<file path="src/rtl/jt49_cenctl.sv">
// -----------------------------------------------------------------------------
// jt49_cenctl
//
// Fractional clock-enable generator for the PSG divider, with a handshaked
// reconfiguration path that only swaps the rate at an epoch boundary.
//
// A W-bit accumulator adds the effective numerator min(num, den) every running
// cycle and subtracts den whenever the sum reaches den. Each subtraction
// produces one registered cen pulse. The result is an average rate of
// num/den pulses per clock, or one pulse per clock when num >= den.
//
// An epoch is 2^EPW cen pulses. A new configuration is only applied right
// after the last pulse of an epoch, so the divider never sees a rate or sel
// change in the middle of an epoch. The exceptions are when the generator is
// stopped (num or den is zero) or halted, because no pulses would ever arrive
// to close the epoch.
//
// Handshake: IDLE -> PEND -> APPLY -> DROP -> IDLE
//   IDLE  : cfg_req high captures cfg_num/den/sel into shadow registers.
//   PEND  : waits for the next epoch boundary, or moves on immediately when
//           the generator is stopped or halted.
//   APPLY : loads the shadow values, clears acc and ep, and raises cfg_ack
//           for one cycle.
//   DROP  : waits for the requester to release cfg_req.
//
// Ports
//   clk      in   system clock, all state changes on posedge
//   rst_n    in   asynchronous active-low reset
//   halt     in   freezes cen generation (acc and ep hold) while high
//   cfg_req  in   configuration request, level, held until cfg_ack
//   cfg_num  in   [W-1:0] requested numerator
//   cfg_den  in   [W-1:0] requested denominator
//   cfg_sel  in   requested divide select
//   cfg_ack  out  one-cycle pulse, new configuration now in effect
//   cen      out  registered base clock enable
//   sel      out  registered divide select
//   busy     out  high whenever the handshake FSM is not in IDLE
// -----------------------------------------------------------------------------
module jt49_cenctl #(
   parameter int W       = 16,
   parameter int EPW     = 3,
   parameter int RST_NUM = 1,
   parameter int RST_DEN = 2,
   parameter int RST_SEL = 1
) (
   input  logic         clk,
   input  logic         rst_n,
   input  logic         halt,
   input  logic         cfg_req,
   input  logic [W-1:0] cfg_num,
   input  logic [W-1:0] cfg_den,
   input  logic         cfg_sel,
   output logic         cfg_ack,
   output logic         cen,
   output logic         sel,
   output logic         busy
);

   typedef enum logic [1:0] {
      IDLE  = 2'd0,
      PEND  = 2'd1,
      APPLY = 2'd2,
      DROP  = 2'd3
   } state_t;

   // ---------------------------------------------------------------------------
   // State
   // ---------------------------------------------------------------------------
   state_t           state_q,   state_d;
   logic [W-1:0]     acc_q,     acc_d;
   logic [EPW-1:0]   ep_q,      ep_d;
   logic [W-1:0]     num_q,     num_d;
   logic [W-1:0]     den_q,     den_d;
   logic             sel_q,     sel_d;
   logic             cen_q,     cen_d;
   logic             cfg_ack_q, cfg_ack_d;
   logic [W-1:0]     sh_num_q,  sh_num_d;
   logic [W-1:0]     sh_den_q,  sh_den_d;
   logic             sh_sel_q,  sh_sel_d;

   // ---------------------------------------------------------------------------
   // Accumulator datapath
   // ---------------------------------------------------------------------------
   logic [W-1:0]     eff_num;
   logic [W:0]       sum;
   logic             hit;
   logic             stopped;
   logic             run;
   logic             boundary;

   always_comb begin
      // Clamping the numerator to den keeps acc below den, so acc + eff_num
      // never exceeds 2*den-1 and one subtraction per cycle is enough.
      eff_num  = (num_q > den_q) ? den_q : num_q;
      sum      = {1'b0, acc_q} + {1'b0, eff_num};
      hit      = (sum >= {1'b0, den_q});
      stopped  = (num_q == '0) || (den_q == '0);
      run      = !halt && !stopped && (state_q != APPLY);
      // Boundary is the pulse that wraps ep; it is evaluated on the next-state
      // side so PEND can react in the same cycle the pulse is issued.
      boundary = run && hit && (ep_q == '1);
   end

   // ---------------------------------------------------------------------------
   // Next-state logic
   // ---------------------------------------------------------------------------
   always_comb begin
      // NOTE: every signal written here gets a default first; a path that
      // leaves one unassigned would infer a latch.
      state_d   = state_q;
      acc_d     = acc_q;
      ep_d      = ep_q;
      num_d     = num_q;
      den_d     = den_q;
      sel_d     = sel_q;
      cen_d     = 1'b0;
      cfg_ack_d = 1'b0;
      sh_num_d  = sh_num_q;
      sh_den_d  = sh_den_q;
      sh_sel_d  = sh_sel_q;

      // Rate generator. APPLY takes priority so the new rate starts from a
      // clean accumulator and a fresh epoch.
      if (state_q == APPLY) begin
         num_d     = sh_num_q;
         den_d     = sh_den_q;
         sel_d     = sh_sel_q;
         acc_d     = '0;
         ep_d      = '0;
         cfg_ack_d = 1'b1;
      end else if (run) begin
         if (hit) begin
            // Modular W-bit subtraction is exact: the true result is < den.
            acc_d = sum[W-1:0] - den_q;
            cen_d = 1'b1;
            ep_d  = ep_q + EPW'(1);
         end else begin
            acc_d = sum[W-1:0];
         end
      end else if (stopped && !halt) begin
         acc_d = '0;
      end

      // Configuration handshake
      unique case (state_q)
         IDLE: begin
            // A boundary coinciding with capture is not seen by PEND, which
            // only starts looking on the following cycle.
            if (cfg_req) begin
               sh_num_d = cfg_num;
               sh_den_d = cfg_den;
               sh_sel_d = cfg_sel;
               state_d  = PEND;
            end
         end
         PEND: begin
            if (boundary || stopped || halt) state_d = APPLY;
         end
         APPLY: begin
            state_d = DROP;
         end
         DROP: begin
            if (!cfg_req) state_d = IDLE;
         end
         default: state_d = IDLE;
      endcase
   end

   // ---------------------------------------------------------------------------
   // Registers
   // ---------------------------------------------------------------------------
   // NOTE: the shadow registers are small flops, not a memory, so they take
   // the asynchronous reset like the rest of the state and come up as zero.
   always_ff @(posedge clk or negedge rst_n) begin
      if (!rst_n) begin
         state_q   <= IDLE;
         acc_q     <= '0;
         ep_q      <= '0;
         num_q     <= W'(RST_NUM);
         den_q     <= W'(RST_DEN);
         sel_q     <= 1'(RST_SEL);
         cen_q     <= 1'b0;
         cfg_ack_q <= 1'b0;
         sh_num_q  <= '0;
         sh_den_q  <= '0;
         sh_sel_q  <= 1'b0;
      end else begin
         // NOTE: non-blocking assignments so every flop samples the values
         // from before this edge, independent of statement order.
         state_q   <= state_d;
         acc_q     <= acc_d;
         ep_q      <= ep_d;
         num_q     <= num_d;
         den_q     <= den_d;
         sel_q     <= sel_d;
         cen_q     <= cen_d;
         cfg_ack_q <= cfg_ack_d;
         sh_num_q  <= sh_num_d;
         sh_den_q  <= sh_den_d;
         sh_sel_q  <= sh_sel_d;
      end
   end

   // ---------------------------------------------------------------------------
   // Outputs
   // ---------------------------------------------------------------------------
   assign cen     = cen_q;
   assign sel     = sel_q;
   assign cfg_ack = cfg_ack_q;
   assign busy    = (state_q != IDLE);

endmodule

</file>
<file path="config.mk">
export PLATFORM = sky130hd
export DESIGN_NAME = jt49_cenctl
export DESIGN_NICKNAME = d
export VERILOG_FILES = /design/src/rtl/jt49_cenctl.sv
export SDC_FILE = /design/constraint.sdc
export NUM_CORES = 1
export LEC_CHECK = 0
export CAP_MARGIN = 30
export CORE_AREA = 2 2 91 115
export CTS_BUF_LIST = sky130_fd_sc_hd__clkbuf_4
export CTS_CLUSTER_DIAMETER = 40
export DETAILED_ROUTE_END_ITERATION = 8
export DIE_AREA = 0 0 93 117
export HOLD_SLACK_MARGIN = 0.03
export PLACE_DENSITY = 0.78
export SYNTH_ARGS = -nofsm -noshare
export SYNTH_HDL_FRONTEND = slang
export SYNTH_SLANG_ARGS = --single-unit
</file>
<file path="constraint.sdc">
create_clock -name clk -period 8.45 [get_ports clk]
set_clock_uncertainty 0.2 [all_clocks]
set_input_delay 1.69 -clock clk [delete_from_list [all_inputs] [get_ports clk]]
set_output_delay 1.69 -clock clk [all_outputs]
set_load 0.05 [all_outputs]
</file>
==> metrics.cfg <==
[cells_and_area]
multiInputGateArea_um2=3290
fin_nets=692
fillCellCount=815
area_growth_syn_to_layout_pct=10.6
fin_area_um2=6370
drive_above_1_share_pct=17.9
seqCellArea_um2=2230
antennaDiodeCount=0

[setup_path]
cp_data_arrival_time_ns=6.77
rr_worst_depth=27
path_class=register to register
reg2reg_from=den_q[1]
worstPathMaxFanout=17
r2r_end=state_q[1]
slowest_delay_ns=0.62
startpoint_type=register
crit_path_start=den_q[1]
required_ns=8.62
reg2reg_slack_ns=1.85
worstSetupEndpointType=register
crit_slowest_cell=dfstp_2

[clock_network]
cts_buffers=9
clock_latency_ns=0.46
cts_tree=built
ctsResizeCount=0
cts.path.max_buffers=2
cts_hold_buf=0
cts_setup_buffers=0
cts_sinks=89
htree_levels=3
clk_pin_slew_ns=0.16
cts_root_buf=clkbuf_4

[synthesis]
synth_top_cell_area_share_pct=37.3
netlist_area_um2=5760
ys_types=59
yosysSeqAreaShare_pct=38.7
ys_ff_latch=89
synth_fp_nets=655
synth-main-ff-cell=dfrtp_1
synth_area_leaders=dfrtp_1, mux2_2, ha_1
syn_inst=561
synth-edff-count=0
netlist.top_cell.by_area=dfrtp_1
avgSynthCellArea_um2=10.3
async_reset_ff_share_pct=100
yosysWarnings=0

[route]
viasPerCell=5.96
drc=0
routedWlPerCell_um=18.1
initialDrtViolationCount=227
dr.pass1.iters=5
detail-route-antenna-nets=0
num_vias=4365
wl_um=13300

[die]
dieHeight_um=117
core_area_um2=9850
start_util_pct=58.5
rows=41
die_w_um=93
dieArea_um2=10900
ios=41

[global_routing]
grt_max_degree=59
grt_first_pass_wirelength_um=21400
antenna_found_initial=0
overflow=0
grt_pass1_vias=4377
track_usage_pct=25.9

[run_status]
outcome=finished, final reports clean

[hold_path]
hold_path_class=register to register
min_from=sh_den_q[4]
min_to=den_q[4]
hold_depth=2

[timing]
slew_violations=0
tns_ns=0
fin_crit_sh_pct=78.1
period_needed_ns=6.60
fmax_mhz=152
tightest_slew_ns=0.720
setup_viol=0
hold_violations=0
rsz0062_at_grt=false
slew_headroom_pct=52.0

[placement]
dp_hpwl_um=10100
portBuffers=40
place_area_um2=6250
gp_congestion=0.919

[job]
max_cap_viol_count=0

[stage by stage]
step	utilization, %	setup slack (ns)	hold WS [ns]	instances
finish	64.7	1.85	0.290	732
global route	64.7	1.42	0.330	732
CTS	64.7	1.92	0.302	732
detailed placement	63.4	1.96	0.267	716
global placement	63.4	2.07	0.262	716
floorplan	-	2.30	0.248	561
[cell usage in the layout (no fill, tap or decap), drive strengths merged, types with 3 or more instances in the layout]
cell           count
nor4               9
o21bai             3
nor2              19
xor2               9
a21o              11
nor2b              5
a21oi             36
clkbuf            10
o21a               8
ha                55
mux2i             10
a211oi             6
o41ai              3
and3               5
clkinvlp           3
xnor2             15
buf                6
mux2              67
dfstp              3
nor3              10
nand2b             7
o31a               4
a31oi              3
nand3             11
o21ai             47
clkdlybuf4s50     39
nand4              7
inv               37
dfrtp             86
nand2             45
[worst max-delay path by stage]
| stage | end |
|---|---|
| after CTS | state_q[1] |
| after floorplan | acc_q[11] |
| final | state_q[1] |
| after global placement | acc_q[11] |
| after global routing | acc_q[5] |
| after detailed placement | state_q[1] |
[flip-flops by register name, indices dropped and copies added (netlist names)]
signal    flops
sh_den_q     16
num_q        16
cen           1
acc_q        16
state_q       2
sh_sel_q      1
sh_num_q     16
ep_q          3
den_q        16
sel           1
cfg_ack       1
[cell usage after synthesis, types with 3 or more instances]
master and n:
mux2i_1 10, and3_1 5, nand2_1 45, nor2b_1 4, nor3_1 10, o21ai_1 8
a31oi_1 3, dfrtp_1 86, a21o_1 9, xnor2_1 15, o21a_1 8, o21ai_0 37
nand2b_1 6, nand4_1 7, a21oi_1 35, nor2_1 19, inv_1 35, xor2_1 9
nand3_1 11, o31a_1 4, clkbuf_1 9, nor4_1 9, mux2_2 67, buf_1 5
o21bai_1 3, dfstp_2 3, a211oi_1 6, ha_1 55
[worst max-delay path: cells and delay by family (launching register included)]
kind	cells	cell delay, ns
flip-flops	1	0.62
XOR/XNOR	1	0.17
adder cells (fa/ha/maj)	3	0.87
AND/OR/NAND/NOR	5	0.96
multiplexers	2	0.68
AO/OA/AOI/OAI	14	2.70
buffers and inverters	2	0.29
[layout make-up]
| cell class | count | share of cell area, % |
|---|---|---|
| clock inverter | 6 | 0.805 |
| tap | 129 | 2.53 |
| timing repair buffer | 45 | 6.83 |
| sequential | 89 | 35.0 |
| inverter | 35 | 2.06 |
| multi-input combinational | 418 | 51.6 |
| clock buffer | 10 | 1.18 |
[cell families after synthesis]
kind of cell	count (synthesis)	synth area share (%)
compound gates	132	14.9
xor+xnor	24	3.65
buf+inv	54	4.26
simple gates	128	11.1
mux	77	14.8
fa+ha+maj	57	12.6
flops	89	38.7
[layer usage]
metal	GRT usage (%)	routed length [um]
met3	4.35	498
met1	31.3	5580
met4	10.3	361
met5	0	0
met2	46.3	6820
Power is left out: the tool's default activity adds up to more than one toggle a clock period on the data nets, which glitch-free logic cannot reach.
